$ cat src/rtl/div_seq_if.sv
// Handshake bundle between EX and the sequential divider.
// EX drives the request side; the divider returns {HI, LO} with a ready flag.
interface div_seq_if #(
  parameter int WIDTH = 32
);
  logic               start_i;
  logic               annul_i;
  logic               signed_div_i;
  logic [WIDTH-1:0]   opdata1_i;
  logic [WIDTH-1:0]   opdata2_i;
  logic [2*WIDTH-1:0] result_o;
  logic               ready_o;

  modport master (
    output start_i, annul_i, signed_div_i, opdata1_i, opdata2_i,
    input  result_o, ready_o
  );

  modport slave (
    input  start_i, annul_i, signed_div_i, opdata1_i, opdata2_i,
    output result_o, ready_o
  );
endinterface

$ cat src/rtl/div_seq.sv
// Multi-cycle restoring divider for div/divu: one quotient bit per cycle on
// operand magnitudes, sign correction on the last step, result held until EX drops start.
module div_seq #(
  parameter int WIDTH = 32
) (
  input logic       clk,
  input logic       rst,
  div_seq_if.slave  bus
);
  localparam int              CW   = $clog2(WIDTH) + 1;
  localparam logic [CW-1:0]   LAST = CW'(WIDTH);

  typedef enum logic [1:0] {FREE, BYZERO, ON, END} state_t;

  typedef struct packed {
    logic             sgn;
    logic [WIDTH-1:0] op1;
    logic [WIDTH-1:0] op2;
  } req_t;

  state_t             state, state_nxt;
  logic [CW-1:0]      cnt, cnt_nxt;
  logic [WIDTH-1:0]   rem, rem_nxt;
  logic [WIDTH-1:0]   quot, quot_nxt;
  logic [WIDTH-1:0]   dvsr, dvsr_nxt;
  logic               neg_quot, neg_quot_nxt;
  logic               neg_rem, neg_rem_nxt;
  logic [2*WIDTH-1:0] result, result_nxt;
  logic               ready, ready_nxt;
  logic [WIDTH:0]     step;
  req_t               req;

  function automatic logic [WIDTH-1:0] neg(input logic [WIDTH-1:0] x);
    return ~x + 1'b1;
  endfunction

  // 0x80000000 maps onto itself, which reads correctly as unsigned 2^31.
  function automatic logic [WIDTH-1:0] mag(input logic sgn, input logic [WIDTH-1:0] x);
    return (sgn && x[WIDTH-1]) ? neg(x) : x;
  endfunction

  assign req  = '{sgn: bus.signed_div_i, op1: bus.opdata1_i, op2: bus.opdata2_i};
  // Trial subtract of the divisor from the next partial remainder; bit WIDTH is the borrow.
  assign step = {rem, quot[WIDTH-1]} - {1'b0, dvsr};

  always_comb begin
    state_nxt    = state;
    cnt_nxt      = cnt;
    rem_nxt      = rem;
    quot_nxt     = quot;
    dvsr_nxt     = dvsr;
    neg_quot_nxt = neg_quot;
    neg_rem_nxt  = neg_rem;
    result_nxt   = result;
    ready_nxt    = ready;

    case (state)
      FREE: begin
        ready_nxt  = 1'b0;
        result_nxt = '0;
        if (bus.start_i && !bus.annul_i) begin
          if (req.op2 == '0) begin
            state_nxt = BYZERO;
          end else begin
            state_nxt    = ON;
            cnt_nxt      = '0;
            rem_nxt      = '0;
            quot_nxt     = mag(req.sgn, req.op1);
            dvsr_nxt     = mag(req.sgn, req.op2);
            neg_quot_nxt = req.sgn & (req.op1[WIDTH-1] ^ req.op2[WIDTH-1]);
            neg_rem_nxt  = req.sgn & req.op1[WIDTH-1];
          end
        end
      end

      BYZERO: begin
        result_nxt = '0;
        if (bus.annul_i) begin
          state_nxt = FREE;
          ready_nxt = 1'b0;
        end else begin
          state_nxt = END;
          ready_nxt = 1'b1;
        end
      end

      ON: begin
        if (bus.annul_i) begin
          state_nxt  = FREE;
          ready_nxt  = 1'b0;
          result_nxt = '0;
        end else if (cnt != LAST) begin
          if (!step[WIDTH]) begin
            rem_nxt  = step[WIDTH-1:0];
            quot_nxt = {quot[WIDTH-2:0], 1'b1};
          end else begin
            rem_nxt  = {rem[WIDTH-2:0], quot[WIDTH-1]};
            quot_nxt = {quot[WIDTH-2:0], 1'b0};
          end
          cnt_nxt = cnt + 1'b1;
        end else begin
          // Truncating division: quotient sign from operand signs, remainder follows dividend.
          result_nxt = {neg_rem  ? neg(rem)  : rem,
                        neg_quot ? neg(quot) : quot};
          ready_nxt  = 1'b1;
          state_nxt  = END;
        end
      end

      END: begin
        if (bus.annul_i || !bus.start_i) begin
          state_nxt  = FREE;
          ready_nxt  = 1'b0;
          result_nxt = '0;
        end
      end

      default: begin
        state_nxt  = FREE;
        ready_nxt  = 1'b0;
        result_nxt = '0;
      end
    endcase
  end

  always_ff @(posedge clk) begin
    if (rst) begin
      state    <= FREE;
      cnt      <= '0;
      rem      <= '0;
      quot     <= '0;
      dvsr     <= '0;
      neg_quot <= 1'b0;
      neg_rem  <= 1'b0;
      result   <= '0;
      ready    <= 1'b0;
    end else begin
      state    <= state_nxt;
      cnt      <= cnt_nxt;
      rem      <= rem_nxt;
      quot     <= quot_nxt;
      dvsr     <= dvsr_nxt;
      neg_quot <= neg_quot_nxt;
      neg_rem  <= neg_rem_nxt;
      result   <= result_nxt;
      ready    <= ready_nxt;
    end
  end

  assign bus.result_o = result;
  assign bus.ready_o  = ready;
endmodule

$ cat src/flat_wrapper.sv
// flat-port wrapper written by rule: the top's interface ports become plain ports
module div_seq_flat 
#(
  parameter int WIDTH = 32
)
  (clk, rst, bus_start_i, bus_annul_i, bus_signed_div_i, bus_opdata1_i, bus_opdata2_i, bus_result_o, bus_ready_o);
  div_seq_if #(.WIDTH(WIDTH)) bus_i ();
  input logic clk;
  input logic rst;
  input wire logic [$bits(bus_i.start_i)-1:0] bus_start_i;
  input wire logic [$bits(bus_i.annul_i)-1:0] bus_annul_i;
  input wire logic [$bits(bus_i.signed_div_i)-1:0] bus_signed_div_i;
  input wire logic [$bits(bus_i.opdata1_i)-1:0] bus_opdata1_i;
  input wire logic [$bits(bus_i.opdata2_i)-1:0] bus_opdata2_i;
  output wire logic [$bits(bus_i.result_o)-1:0] bus_result_o;
  output wire logic [$bits(bus_i.ready_o)-1:0] bus_ready_o;
  assign bus_i.start_i = bus_start_i;
  assign bus_i.annul_i = bus_annul_i;
  assign bus_i.signed_div_i = bus_signed_div_i;
  assign bus_i.opdata1_i = bus_opdata1_i;
  assign bus_i.opdata2_i = bus_opdata2_i;
  assign bus_result_o = bus_i.result_o;
  assign bus_ready_o = bus_i.ready_o;
  div_seq #(.WIDTH(WIDTH)) u_core (.clk(clk), .rst(rst), .bus(bus_i));
endmodule
$ cat config.mk
export PLATFORM = sky130hd
export DESIGN_NAME = div_seq_flat
export DESIGN_NICKNAME = d
export VERILOG_FILES = /design/src/rtl/div_seq_if.sv /design/src/rtl/div_seq.sv /design/src/flat_wrapper.sv
export SDC_FILE = /design/constraint.sdc
export NUM_CORES = 1
export LEC_CHECK = 0
export CAP_MARGIN = 20
export CORE_UTILIZATION = 57
export CTS_BUF_LIST = sky130_fd_sc_hd__clkbuf_4 sky130_fd_sc_hd__clkbuf_8 sky130_fd_sc_hd__clkbuf_16
export DETAILED_ROUTE_END_ITERATION = 10
export GPL_TIMING_DRIVEN = 1
export PLACE_DENSITY = 0.81
export SYNTH_ARGS = -nofsm -noshare
export SYNTH_HDL_FRONTEND = slang
export SYNTH_SLANG_ARGS = --single-unit
$ cat constraint.sdc
create_clock -name clk -period 4.2 [get_ports clk]
set_input_delay 0.63 -clock clk [delete_from_list [all_inputs] [get_ports clk]]
set_output_delay 0.63 -clock clk [all_outputs]
set_load 0.01 [all_outputs]
==> flow_metrics.py <==
metrics = {
    "outcome": {
        "outcome": "complete, no violations",
    },
    "timing": {
        "rsz0062_at_grt": "no",
        "fin_ws_ns": 0.4413,
        "slew-limit-headroom": 0.3105,
        "min_period_ns": 3.759,
        "slew_violations": 0,
        "fin_skew_ns": 0.01230,
        "timing.fmax_ghz": 0.2660,
        "fin_crit_sh": 0.8949,
        "hold_slack_ns": 0.4606,
        "hold_violations": 0,
        "worstMarginPinSlew_ns": 1.034,
        "finalSetupTns_ns": 0,
        "setup_viol": 0,
    },
    "power_and_ir_drop": {
        "vdd_drop_max_mv": 0.4045,
        "power.leakage_nw": 5.098,
        "p_total_mw": 5.977,
        "p_per_area_nw_per_um2": 458.6,
    },
    "hold_path": {
        "hp-class": "flop to flop",
    },
    "clock_tree": {
        "clock_path_buffers": 2,
        "clock-sinks": 171,
        "cts-hold-fix-buffers": 0,
        "cts_setup_buffers": 0,
        "htree_levels": 4,
        "clk_latency_ns": 0.43,
        "clock-root-buffer": "clkbuf_16",
        "clk_pin_slew_worst_paths_ns": 0.06,
        "cts_tree": "yes",
        "cts-resized-gates": 0,
        "cts_buffers": 17,
    },
    "worst_setup_path": {
        "critPathArrivalTime_ns": 4.11,
        "crit_required_ns": 4.55,
        "max_stage_delay_ns": 0.56,
        "endpoint_kind": "flop",
        "cpLargestDelayFamily": "simple AND/OR/NAND/NOR gates",
        "crit_slowest_cell": "or4_1",
        "start_kind": "flop",
        "r2r_slack_ns": 0.44,
        "path_buf_inv": 1,
        "path_class": "flop to flop",
        "crit_chain": "ha_1 -> and4_1 -> nand3_1 -> or4_1 -> a21oi_1 -> o31ai_1 -> a31oi_1 -> xnor2_2 -> buf_4 -> or3_1 -> o211ai_1",
        "crit_fanout": 14,
    },
    "floorplanning": {
        "die-height_um": 140.3,
        "core_area_um2": 18710,
        "pin_count": 134,
        "die-width_um": 140.3,
        "dieArea_um2": 19680,
        "start_util": 0.5826,
        "rows": 50,
    },
    "synthesis": {
        "synth_top_area_share": 0.3141,
        "postSynthAreaPerCell_um2": 7.605,
        "yosys-top-cells-area": "dfxtp_1 31%, xnor2_1 7.8%, nand2_1 7.0%",
        "syn_inst": 1433,
        "async_reset_ff_frac": 0,
        "syn_nets": 1545,
        "yosysWarningCount": 0,
        "ys_seq_area_frac": 0.3141,
        "yosysTopAreaCell": "dfxtp_1",
        "synth-seq-cells": 171,
        "syn_area_um2": 10900,
        "ys_types": 58,
        "synth_edf_count": 0,
        "synth_ff_type": "dfxtp_1",
    },
    "place": {
        "dp_hpwl_mm": 21.12,
        "pre_cts_slack_ns": 0.3271,
        "numPortBuffers": 133,
        "gp_congestion": 0.9575,
        "placed_cells": 1744,
        "dpl_cell_area_um2": 12440,
    },
    "final_layout": {
        "drive_above_1_share": 0.04932,
        "fin_util": 0.6967,
        "instances_no_fill": 1775,
        "n_antenna_cell": 0,
        "fillers": 1539,
        "final_area_um2": 13030,
        "fin_nets": 1641,
        "synthToLayoutAreaGrowth_pct": 19.59,
        "seq_area_um2": 3423,
        "multiInputGateArea_um2": 7008,
    },
    "global_routing": {
        "first_global_vias": 9332,
        "track_usage": 0.2937,
        "antenna_found_initial": 0,
        "grt_max_degree": 100,
        "grt_first_pass_wirelength_mm": 46.93,
        "gr-total-overflow": 0,
    },
    "routing": {
        "drc_errors": 0,
        "vias_per_cell": 5.894,
        "num_vias": 10460,
        "drtAntennaViolNets": 0,
        "drt_iter0_drc": 786,
        "drt-total-wl_mm": 28.40,
        "wl_per_cell_um": 16.00,
        "first_pass_iters": 5,
    },
    "job": {
        "drv_cap": 0,
    },
}
synthesized netlist by cell type, drive strengths merged (17+ instances only):
master	instances
a211oi	32
a21oi	101
a22oi	64
clkbuf	71
dfxtp	171
ha	42
inv	49
mux2i	27
nand2	204
nand3	22
nor2	158
nor3	20
o21ai	107
o31ai	28
o41ai	19
or3	17
xnor2	97
xor2	51
sequential cells by signal (all words and copies together) (netlist names):
register             cells
u_core.dvsr             32
u_core.state             2
u_core.neg_quot          1
u_core.bus.result_o     64
u_core.quot             32
u_core.neg_rem           1
u_core.cnt               6
u_core.bus.ready_o       1
u_core.rem              32
routing by layer:
layer  vias to the layer above  share of wire  track usage
met5                         -              0            0
met4                         0          0.010      0.07114
met3                        18          0.072      0.05094
met2                       329           0.42       0.4232
met1                      4860           0.50       0.4481
li1                       5255              -            -
cell type report:
class                           count  share of cell area
Clock buffer                       18             0.03322
Clock inverter                     13             0.01190
Inverter                           49             0.01411
Multi-Input combinational cell   1131              0.5377
Sequential cell                   171              0.2627
Tap cell                          234             0.02247
Timing Repair Buffer              159              0.1179
cell usage in the layout, fill, tap and decap left out, types with 4 or more instances in the layout:
cell,synthesis,routed
a31oi_1,12,12
nand4_1,8,8
dfxtp_1,171,171
and3_1,5,5
or4_1,12,12
mux2i_1,27,27
nor4_1,11,11
nand2_1,204,204
a21oi_1,101,100
nand2b_1,11,11
nor2b_1,8,8
o41ai_1,19,19
o31ai_1,26,26
o211ai_1,4,4
nor3_1,20,20
inv_6,0,4
o21ai_0,107,107
a211oi_1,32,32
a22oi_1,64,64
or3_1,16,16
nor2_1,158,158
buf_4,0,26
xor2_1,51,51
o21a_1,7,7
nand3_1,22,22
ha_1,42,41
inv_1,49,49
nor3b_1,5,4
clkdlybuf4s50_1,0,132
xnor2_1,97,96
and2_1,8,8
nand4b_1,4,4
a21o_1,15,15
clkbuf_16,0,17
report_power, final:
part	internal, mW	total [mW]	leakage, nW	switching [mW]
clock network	0.898	1.60	0.291	0.697
registers	1.78	1.98	1.39	0.194
logic	0.947	2.41	3.42	1.46
kinds of logic (layout without fill, tap and decap cells):
| logic type | after synthesis | after routing | share of synthesized area |
|---|---|---|---|
| and+or+nand+nor | 504 | 504 | 0.2070 |
| AOI/OAI and AO/OA | 406 | 406 | 0.2364 |
| DFF | 171 | 171 | 0.3141 |
| xor gates and xnor gates | 148 | 148 | 0.1189 |
| buffers and inverters | 131 | 239 | 0.04558 |
| adders and majority gates | 43 | 43 | 0.05006 |
| muxes | 30 | 30 | 0.02790 |
path summary, 6_finish.rpt:
| path | startpoint | end | depth (start not counted) |
|---|---|---|---|
| worst max-delay path | u_core.rem[21] | u_core.rem[26] | 11 |
| worst min-delay path | u_core.dvsr[31] | u_core.dvsr[31] | 2 |
| worst max register to register | u_core.rem[21] | u_core.rem[26] | 11 |
| worst min register to register | u_core.dvsr[31] | u_core.dvsr[31] | 2 |
worst register-to-register path: cells and delay by family (launching register included):
| kind | cells | cell delay [ns] |
|---|---|---|
| simple gates | 4 | 1.37 |
| xor+xnor | 1 | 0.32 |
| flops | 1 | 0.39 |
| buf+inv | 1 | 0.29 |
| compound gates | 4 | 0.81 |
| fa+ha+maj | 1 | 0.49 |
No activity file was read; power rests on OpenSTA's default activity.
